## src/rtl/opll_sched_pkg.sv

```systemverilog
// Shared types for the OPLL write scheduler: source ids, queued entry format,
// scheduler states and the round-robin successor helper.
package opll_sched_pkg;

  localparam int unsigned NUM_SRC = 3;

  typedef enum logic [1:0] {
    SRC_MEM_A = 2'd0,
    SRC_MEM_B = 2'd1,
    SRC_IO    = 2'd2
  } src_e;

  typedef struct packed {
    logic       a0;
    logic [7:0] data;
  } opll_entry_t;

  typedef enum logic [1:0] {
    IDLE,
    ISSUE,
    WAIT
  } state_e;

  function automatic src_e next_src(input src_e s);
    return (s == SRC_IO) ? SRC_MEM_A : src_e'(s + 2'd1);
  endfunction

endpackage

```

## src/rtl/opll_wr_fifo.sv

```systemverilog
// Small synchronous FIFO of OPLL write entries; head is show-ahead and a push
// into a full FIFO is accepted when the same cycle pops.
module opll_wr_fifo
  import opll_sched_pkg::*;
#(
  parameter int unsigned DEPTH = 4
) (
  input  logic        clk,
  input  logic        rst_n,
  input  logic        push,
  input  opll_entry_t din,
  input  logic        pop,
  output opll_entry_t head,
  output logic        full,
  output logic        empty
);

  localparam int unsigned AW = $clog2(DEPTH);
  localparam logic [AW:0] CNT_FULL = (AW + 1)'(DEPTH);
  localparam logic [AW:0] CNT_ONE  = (AW + 1)'(1);
  localparam logic [AW-1:0] PTR_ONE = AW'(1);

  opll_entry_t   mem [DEPTH];
  logic [AW-1:0] rd_ptr;
  logic [AW-1:0] wr_ptr;
  logic [AW:0]   count;
  logic          do_push;
  logic          do_pop;

  assign empty   = (count == '0);
  assign full    = (count == CNT_FULL);
  assign do_pop  = pop && !empty;
  assign do_push = push && (!full || do_pop);
  assign head    = mem[rd_ptr];

  always_ff @(posedge clk or negedge rst_n) begin
    if (!rst_n) begin
      rd_ptr <= '0;
      wr_ptr <= '0;
      count  <= '0;
    end else begin
      if (do_push) wr_ptr <= wr_ptr + PTR_ONE;
      if (do_pop)  rd_ptr <= rd_ptr + PTR_ONE;
      case ({do_push, do_pop})
        2'b10:   count <= count + CNT_ONE;
        2'b01:   count <= count - CNT_ONE;
        default: count <= count;
      endcase
    end
  end

  always_ff @(posedge clk) begin
    if (do_push) mem[wr_ptr] <= din;
  end

endmodule

```

## src/rtl/opll_write_scheduler.sv

```systemverilog
// Merges OPLL register writes from two FM-PAC slots and the I/O ports into one
// OPLL core, spacing writes by ce_opll ticks and keeping address/data pairs together.
module opll_write_scheduler
  import opll_sched_pkg::*;
#(
  parameter int unsigned FIFO_DEPTH = 4,
  parameter int unsigned ADDR_WAIT  = 12,
  parameter int unsigned DATA_WAIT  = 84,
  parameter int unsigned LOCK_HOLD  = 64
) (
  input  logic        clk,
  input  logic        reset,
  input  logic        ce_opll,
  input  logic [2:0]  src_wr,
  input  logic [2:0]  src_a0,
  input  logic [23:0] src_data,
  input  logic [1:0]  io_enable,
  output logic        opll_we,
  output logic        opll_a0,
  output logic [7:0]  opll_dout,
  output logic        busy,
  output logic [2:0]  overflow
);

  localparam int unsigned LOCK_W = $clog2(LOCK_HOLD + 1);
  localparam logic [LOCK_W-1:0] LOCK_LIM = LOCK_W'(LOCK_HOLD);
  localparam logic [LOCK_W-1:0] LOCK_ONE = LOCK_W'(1);
  localparam logic [6:0] ADDR_TICKS = 7'(ADDR_WAIT);
  localparam logic [6:0] DATA_TICKS = 7'(DATA_WAIT);

  state_e              state, state_nx;
  src_e                grant, grant_nx;
  src_e                rr_start;
  src_e                cand;
  logic                found;
  logic                lock;
  src_e                lock_src;
  logic [LOCK_W-1:0]   lock_cnt;
  logic                lock_tick;
  logic                lock_release;
  logic [6:0]          wait_cnt;

  opll_entry_t         din  [NUM_SRC];
  opll_entry_t         head [NUM_SRC];
  logic [NUM_SRC-1:0]  push, pop, drop, full, empty;

  // The I/O source is only live while some FM-PAC instance enables its ports.
  assign push = src_wr & {|io_enable, 2'b11};
  assign pop  = (state == ISSUE) ? (3'b001 << grant) : '0;
  assign drop = push & full & ~pop;

  for (genvar i = 0; i < NUM_SRC; i++) begin : g_src
    assign din[i] = {src_a0[i], src_data[8*i +: 8]};

    opll_wr_fifo #(
      .DEPTH (FIFO_DEPTH)
    ) u_fifo (
      .clk   (clk),
      .rst_n (reset),
      .push  (push[i]),
      .din   (din[i]),
      .pop   (pop[i]),
      .head  (head[i]),
      .full  (full[i]),
      .empty (empty[i])
    );
  end

  always_comb begin
    state_nx     = state;
    grant_nx     = grant;
    lock_tick    = 1'b0;
    lock_release = 1'b0;
    found        = 1'b0;
    cand         = rr_start;
    case (state)
      IDLE: begin
        if (lock && !empty[lock_src]) begin
          grant_nx = lock_src;
          state_nx = ISSUE;
        end else if (lock && (lock_cnt < LOCK_LIM)) begin
          lock_tick = 1'b1;
        end else begin
          lock_release = 1'b1;
          for (int unsigned k = 0; k < NUM_SRC; k++) begin
            if (!found && !empty[cand]) begin
              found    = 1'b1;
              grant_nx = cand;
            end
            cand = next_src(cand);
          end
          if (found) state_nx = ISSUE;
        end
      end
      ISSUE:   state_nx = WAIT;
      WAIT:    if (ce_opll && (wait_cnt == 7'd1)) state_nx = IDLE;
      default: state_nx = IDLE;
    endcase
  end

  always_ff @(posedge clk or negedge reset) begin
    if (!reset) begin
      state     <= IDLE;
      grant     <= SRC_MEM_A;
      rr_start  <= SRC_MEM_A;
      lock      <= 1'b0;
      lock_src  <= SRC_MEM_A;
      lock_cnt  <= '0;
      wait_cnt  <= '0;
      opll_a0   <= 1'b0;
      opll_dout <= '0;
      overflow  <= '0;
    end else begin
      state    <= state_nx;
      grant    <= grant_nx;
      overflow <= overflow | drop;
      // Output registers load on entry to ISSUE so they are valid alongside opll_we.
      if ((state == IDLE) && (state_nx == ISSUE)) begin
        opll_a0   <= head[grant_nx].a0;
        opll_dout <= head[grant_nx].data;
      end
      case (state)
        IDLE: begin
          if (lock_tick)         lock_cnt <= lock_cnt + LOCK_ONE;
          else if (lock_release) lock     <= 1'b0;
        end
        ISSUE: begin
          wait_cnt <= head[grant].a0 ? DATA_TICKS : ADDR_TICKS;
          rr_start <= next_src(grant);
          if (!head[grant].a0) begin
            lock     <= 1'b1;
            lock_src <= grant;
            lock_cnt <= '0;
          end else begin
            lock     <= 1'b0;
          end
        end
        WAIT: begin
          if (ce_opll && (wait_cnt != '0)) wait_cnt <= wait_cnt - 7'd1;
        end
        default: ;
      endcase
    end
  end

  assign opll_we = (state == ISSUE);
  assign busy    = (state != IDLE);

endmodule
```

## config.mk

```make
export PLATFORM = sky130hd
export DESIGN_NAME = opll_write_scheduler
export DESIGN_NICKNAME = d
export VERILOG_FILES = /design/src/rtl/opll_sched_pkg.sv /design/src/rtl/opll_wr_fifo.sv /design/src/rtl/opll_write_scheduler.sv
export SDC_FILE = /design/constraint.sdc
export NUM_CORES = 1
export LEC_CHECK = 0
export BUFFER_PORTS_ARGS = -buffer_cell sky130_fd_sc_hd__buf_2
export CAP_MARGIN = 30
export CELL_PAD_IN_SITES_DETAIL_PLACEMENT = 1
export CELL_PAD_IN_SITES_GLOBAL_PLACEMENT = 1
export CORE_MARGIN = 5
export CORE_UTILIZATION = 35
export CTS_CLUSTER_DIAMETER = 80
export DETAILED_ROUTE_END_ITERATION = 6
export PLACE_DENSITY = 0.62
export REMOVE_ABC_BUFFERS = 1
export SLEW_MARGIN = 20
export SYNTH_ARGS = -nofsm -noshare
export SYNTH_HDL_FRONTEND = slang
export SYNTH_SLANG_ARGS = --single-unit
```

## constraint.sdc

```tcl
create_clock -name clk -period 3.3 [get_ports clk]
set_input_delay 0.165 -clock clk [delete_from_list [all_inputs] [get_ports clk]]
set_output_delay 0.165 -clock clk [all_outputs]
set_load 0.02 [all_outputs]
```

==> results of run 1 <==
flip-flops by register name, summed over array words and instances (netlist names):
signal / cells
wait_cnt: 7
lock: 1
overflow: 3
opll_a0: 1
g_src.u_fifo.count: 9
g_src.u_fifo.wr_ptr: 6
lock_src: 2
opll_dout: 8
grant: 2
lock_cnt: 7
g_src.u_fifo.rd_ptr: 6
rr_start: 2
g_src.u_fifo.mem: 108
state: 2
metrics by stage:
| stage | util [%] | power [mW] | instance area [um2] |
|---|---|---|---|
| final | 42.2 | 7.66 | 8510 |
| after detailed placement | 38.2 | 5.94 | 7700 |
| after global placement | 38.2 | 5.82 | 7700 |
| after floorplan | - | 4.97 | 7060 |
| after global routing | 42.2 | 8.16 | 8510 |
| after CTS | 42.2 | 7.78 | 8510 |
layer usage:
| metal | track usage (%) | up-vias | wire length, um | part of all wire [%] |
|---|---|---|---|---|
| met3 | 3.61 | 11 | 562 | 3.5 |
| met1 | 18.6 | 2192 | 7070 | 44 |
| met2 | 23.8 | 64 | 8270 | 51 |
| met5 | 0 | - | 13 | 0.081 |
| met4 | 3.78 | 2 | 146 | 0.91 |
| li1 | - | 1943 | - | - |
worst min-delay path by stage:
stage               startpoint                       end  cells past startpoint
CTS                    ce_opll                  state[1]                      4
global route           ce_opll                  state[1]                      4
global placement         reset               wait_cnt[6]                      1
detailed placement       reset               wait_cnt[6]                      1
finish                 ce_opll                  state[1]                      4
floorplan                reset  g_src[0].u_fifo.count[0]                      0
cell usage in the layout (no fill, tap or decap), types with 5 or more instances in the layout:
master	instances
ha_1	18
dlygate4sd3_1	28
xnor2_1	9
o221ai_2	8
mux2i_1	14
and2_1	7
edfxtp_1	108
nand3_1	8
nor2_1	24
o21ai_0	18
clkbuf_16	17
mux4_2	27
inv_1	33
buf_2	48
xor2_1	12
nand2_1	40
and3_1	10
buf_4	9
clkbuf_1	5
nand2b_1	6
dfrtp_1	56
nand4_1	6
a21oi_1	6
kinds of logic after synthesis:
| group | after synthesis | share of synthesized area (%) |
|---|---|---|
| muxes | 43 | 10.8 |
| xor gates and xnor gates | 21 | 2.58 |
| DFF | 164 | 65.1 |
| adders and majority gates | 21 | 4.00 |
| buffers and inverters | 45 | 2.74 |
| AOI/OAI and AO/OA | 57 | 6.37 |
| and+or+nand+nor | 120 | 8.35 |
synthesized netlist by cell type (all sizes together), types with 3 or more instances:
cell	n	share of area [%]
and3	11	0.98
nand2	40	2.1
inv	33	1.7
a21oi	6	0.42
nor3	4	0.28
xor2	12	1.5
clkbuf	5	0.26
a211oi	3	0.32
nor2	24	1.3
mux4	27	8.5
buf	7	0.74
nand2b	6	0.53
fa	3	0.84
and2	7	0.61
edfxtp	108	45
mux2i	14	2.0
xnor2	9	1.1
nand3	9	0.70
o221ai	8	1.7
nor2b	4	0.35
ha	18	3.2
o211ai	3	0.46
nand4	6	0.53
o21ai	18	1.3
dfrtp	56	20
a21o	3	0.32
critical path, stage by stage, from the launching register on:
cell and delay, ns:
dfrtp_1 0.45, or4b_4 0.59, a21oi_1 0.22, o21ai_0 0.14, o211ai_2 0.68, nand3_2 0.42
o221ai_2 0.25
power by group through the flow:
stage	Combinational, mW	Sequential (mW)	Clock [mW]
2_1_floorplan	1.74	3.23	0
3_3_place_gp	2.66	3.16	0
3_5_place_dp	2.74	3.19	0
4_1_cts	2.78	3.16	1.83
5_1_grt	3.00	3.22	1.94
6_report	2.71	3.15	1.80
area by class of cell:
cell class	instances	area share (%)
Clock inverter	8	0.647
Timing Repair Buffer	85	6.91
Sequential cell	164	54.6
Clock buffer	24	5.54
Multi-Input combinational cell	262	26.9
Inverter	33	1.46
Tap cell	270	3.97
what timing repair did:
| item | CTS | global route |
|---|---|---|
| hold buffers | 28 | 0 |
| endpoints found under the hold margin | 137 | 0 |
| gates resized for setup | 0 | 0 |
==> reports/qor.csv, run 1 <==
metric,value,unit
worst hold path type,in -> reg,
Min Hold Slack,0.0795,ns
Synth Cell Area,7130,um2
# fillers,2096,
# setup viols final,0,
pin count of the biggest net entering global routing,31,
Antenna diodes,0,
Crit. Startpoint,g_src[1].u_fifo.count[2],
Worst EP required,3.62,ns
slew margin rel.,45.6,%
WL/cell,19.0,um
Psw,2.75,mW
fin crit share,86.7,%
sw frac,35.8,%
clock skew,0.0187,ns
CTS Buf Count,17,
status,"finished, final reports clean",
RSZ-0062 raised after global routing,no,
Tmin final,2.86,ns
DRT iter0 DRCs,246,
synth warn,0,
FF-to-FF Start,g_src[1].u_fifo.count[2],
site row count,52,
first-pass GRT wire length,26000,um
multi-input logic area,2290,um2
CTS Buffer Depth,2,
clock share of power,23.5,%
non-filler instance count after layout,846,
Port Buffer Count,48,
root buf cell,clkbuf_16,
VDD IR max,0.430,mV
layout cell share with drive strength beyond 1,22.0,%
post-synth cell types,54,
CTS sink count,164,
Initial Util,35.3,%
"EDFF count, synth",108,
share of synthesized flip-flops with an asynchronous set or reset,34.1,%
Reg2Reg Setup Slack,0.44,ns
vias in the first global route,4626,
MaxCap Viol Count,0,
Slew @ Worst Pin,0.813,ns
# DRC,0,
crit end category,flop,
sequential share of power,41.1,%
GRT overflow,0,
Peak Freq,0.349,GHz
I/O Pins,49,
Skew-Pair Late Insertion Delay,0.42,ns
Die Y,153,um
Setup WS post-layout,0.438,ns
power density over the cells,901,nW/um2
DP HPWL,11300,um
final RePlAce weighted congestion,0.843,
final WL,16100,um
Post-CTS Setup Bufs,0,
"Hold Vio Cnt, Final",0,
"Seq/Total Area, Yosys",65.1,%
initial antenna violation count,1,
Critical Path Source Type,flop,
Yosys reg bits,164,
CTS HTree Levels,4,
reg-to-reg endpoint,opll_dout[6],
area occupied by registers,4640,um2
Die X,153,um
drt first pass iters,4,
Via density,4.98,
GRT Resource Usage Total,14.2,%
Syn Area/Cell,15.1,um2
setup TNS,0,ns
DP Worst Slack,0.426,ns
core area,20200,um2
CP Class,reg -> reg,
full die area,23300,um2
CTS tree,built,
NumNets Final,619,
Internal,4.92,mW
r2r worst-path depth,6,
Lkg Pwr,3.31,nW
Layout area overhead,19.4,%
Synth Instances,471,
Post-Place Cells,786,
crit path DAT,3.19,ns
routed vias,4212,
combinational share of power,35.4,%
Pins Over Slew Limit,0,
clock slew at reported path FFs,0.06,ns
prevailing post-synth register cell,edfxtp_1,
crit path max fanout,12,
post-route ant nets,0,
CP Capture Point,opll_dout[6],
No activity file was read; power rests on OpenSTA's default activity.
==> inputs of run 2 (changes only) <==
--- a/config.mk
+++ b/config.mk
@@ -14,7 +14,6 @@
 export CTS_CLUSTER_DIAMETER = 80
 export DETAILED_ROUTE_END_ITERATION = 6
 export PLACE_DENSITY = 0.62
-export REMOVE_ABC_BUFFERS = 1
 export SLEW_MARGIN = 20
 export SYNTH_ARGS = -nofsm -noshare
 export SYNTH_HDL_FRONTEND = slang
==> run 2 against run 1 <==
Effect of this change: cell count is 0.24% lower; die area stayed put; sequential power hardly changed; largest power group unchanged; total power is 2.1% higher; cell area is 0.49% higher; worst hold slack worse by 0.0029 ns; critical path depth is 1 higher; combinational power hardly changed.
==> reports/qor.csv, run 2 (synthesized netlist as in run 1, its figures left out) <==
metric,value,unit,change
CP max stage cell,or4b_4,,was o211ai_2
GRT overflow,0,,unchanged
core area,20200,um2,unchanged
FF-to-FF Start,g_src[1].u_fifo.count[2],,unchanged
Antenna diodes,0,,unchanged
Most Frequent Cell on Critical Path,nand2b_1,,
setup TNS,0,ns,unchanged
reg-to-reg endpoint,opll_dout[6],,unchanged
Tmin final,2.85,ns,was 2.86 ns
Critical Path Source Type,flop,,unchanged
clock skew,0.0112,ns,was 0.0187 ns
fin crit share,86.4,%,was 86.7%
r2r worst-path depth,7,,was 6
"commonest non-fill, non-tap cell in the layout",edfxtp_1,,unchanged
# fillers,2064,,was 2096
layout cell share with drive strength beyond 1,22.5,%,was 22.0%
fin util,42.4,%,was 42.2%
# DRC,0,,unchanged
most frequent cells in the layout,"108 x edfxtp_1, 56 x dfrtp_1, 48 x buf_2",,unchanged
NumNets Final,618,,was 619
Peak Freq,0.351,GHz,was 0.349 GHz
Slew @ Worst Pin,0.785,ns,was 0.813 ns
critical path's largest stage delay,0.58,ns,was 0.68 ns
site row count,52,,unchanged
DP HPWL,11400,um,was 11300 um
MaxCap Viol Count,0,,unchanged
first-pass GRT wire length,26100,um,was 26000 um
worst hold path type,in -> reg,,unchanged
routed vias,4143,,was 4212
Regs by FF count,"g_src.u_fifo.mem x108, g_src.u_fifo.count x9, opll_dout x8",,unchanged
Lkg Pwr,3.34,nW,was 3.31 nW
full die area,23300,um2,unchanged
pin count of the biggest net entering global routing,27,,was 31
drt first pass iters,4,,unchanged
GRT Resource Usage Total,14.5,%,was 14.2%
Port Buffer Count,48,,unchanged
I/O Pins,49,,unchanged
CP Class,reg -> reg,,unchanged
clock slew at reported path FFs,0.06,ns,about the same
Crit. Startpoint,g_src[1].u_fifo.count[2],,unchanged
# setup viols final,0,,unchanged
CTS sink count,164,,unchanged
VDD IR max,0.379,mV,was 0.430 mV
initial antenna violation count,0,,was 1
slew margin rel.,47.5,%,was 45.6%
Reg2Reg Setup Slack,0.45,ns,was 0.44 ns
"Most flops, register",g_src.u_fifo.mem,,unchanged
DRT iter0 DRCs,235,,was 246
Die Y,153,um,unchanged
CTS Buffer Depth,2,,unchanged
CP Capture Point,opll_dout[6],,unchanged
Synth Net Count,527,,
vias in the first global route,4625,,was 4626
power density over the cells,915,nW/um2,was 901 nW/um2
RSZ-0062 raised after global routing,no,,unchanged
CTS HTree Levels,4,,unchanged
crit end category,flop,,unchanged
final RePlAce weighted congestion,0.824,,was 0.843
"Cell Chain, Critical Path",or4b_4 > a21o_1 > a31oi_1 > nand2b_1 > inv_1 > nand2b_1 > o221ai_2,,was or4b_4 > a21oi_1 > o21ai_0 > o211ai_2 > nand3_2 > o221ai_2
Via density,4.91,,was 4.98
CTS Buf Count,17,,unchanged
Die X,153,um,unchanged
post-route ant nets,0,,unchanged
"Hold Vio Cnt, Final",0,,unchanged
crit path DAT,3.14,ns,was 3.19 ns
root buf cell,clkbuf_16,,unchanged
status,"finished, final reports clean",,unchanged
WL/cell,19.1,um,was 19.0 um
Layout area overhead,20.0,%,was 19.4%
Initial Util,35.3,%,unchanged
CTS tree,built,,unchanged
Worst EP required,3.59,ns,was 3.62 ns
final WL,16200,um,was 16100 um
total power after layout,7.82,mW,was 7.66 mW
Pins Over Slew Limit,0,,unchanged
max reg flops,108,,unchanged
Skew-Pair Late Insertion Delay,0.43,ns,was 0.42 ns
crit path max fanout,10,,was 12
Hold Path Stages,4,,unchanged
[run 2: changes by cell type in the layout (fill, tap and decap cells not counted), sizes merged]
cell / change
clkbuf: -7
inv: +6
bufinv: +2
clkinvlp: -2
buf: -1
[run 2: how the worst min path moves through the flow]
stage                    from                  endpoint  slack [ns]
finish                ce_opll                  state[1]        0.08
global route        src_wr[0]               overflow[0]        0.06
CTS                 src_wr[0]               overflow[0]        0.05
detailed placement      reset               wait_cnt[6]        0.24
global placement        reset               wait_cnt[6]        0.22
floorplan               reset  g_src[0].u_fifo.count[0]       -0.13
[run 2: layer usage]
layer,vias up,global-route usage [%],share of wire (%)
met1,2138,17.8,43
li1,1940,-,-
met2,52,25.2,53
met4,0,4.41,1.2
met5,-,0,0
met3,13,3.58,3.3
[run 2: area by class of cell]
cell class | count | area (um2) | share of cell area (%)
Clock buffer | 17 | 425 | 4.97
Clock inverter | 14 | 150 | 1.76
Inverter | 33 | 124 | 1.45
Multi-Input combinational cell | 262 | 2290 | 26.8
Sequential cell | 164 | 4640 | 54.3
Tap cell | 270 | 338 | 3.95
Timing Repair Buffer | 84 | 581 | 6.79
[run 2: worst max-delay path, delay by kind of cell, from the launching register on]
family                 cells  cell delay [ns]
AO/OA/AOI/OAI              3             0.66
buffers and inverters      1             0.17
flip-flops                 1             0.44
AND/OR/NAND/NOR            3             1.44
[run 2: power by group]
part           leakage (nW)  total [mW]  switching, mW  internal [mW]
Combinational          1.38        2.70           1.56           1.14
Clock                 0.284        1.97          0.844           1.12
Sequential             1.67        3.16          0.397           2.76
Total                  3.34        7.82           2.80           5.02
[run 2: what timing repair did]
| action | in CTS | in global routing |
|---|---|---|
| hold buffers | 28 | 0 |
| setup buffers | 0 | 0 |
| hold endpoints to repair | 132 | 0 |
| gates resized for setup | 0 | 0 |
[run 2: per-stage QoR]
stage | cell area (um2) | setup slack (ns) | hold WS, ns | cells
2_1_floorplan | 7130 | 0.856 | -0.131 | 471
3_5_place_dp | 7700 | 0.458 | 0.235 | 785
5_1_grt | 8550 | 0.154 | 0.0633 | 844
4_1_cts | 8550 | 0.420 | 0.0515 | 844
3_3_place_gp | 7700 | 0.485 | 0.223 | 785
6_report | 8550 | 0.450 | 0.0766 | 844
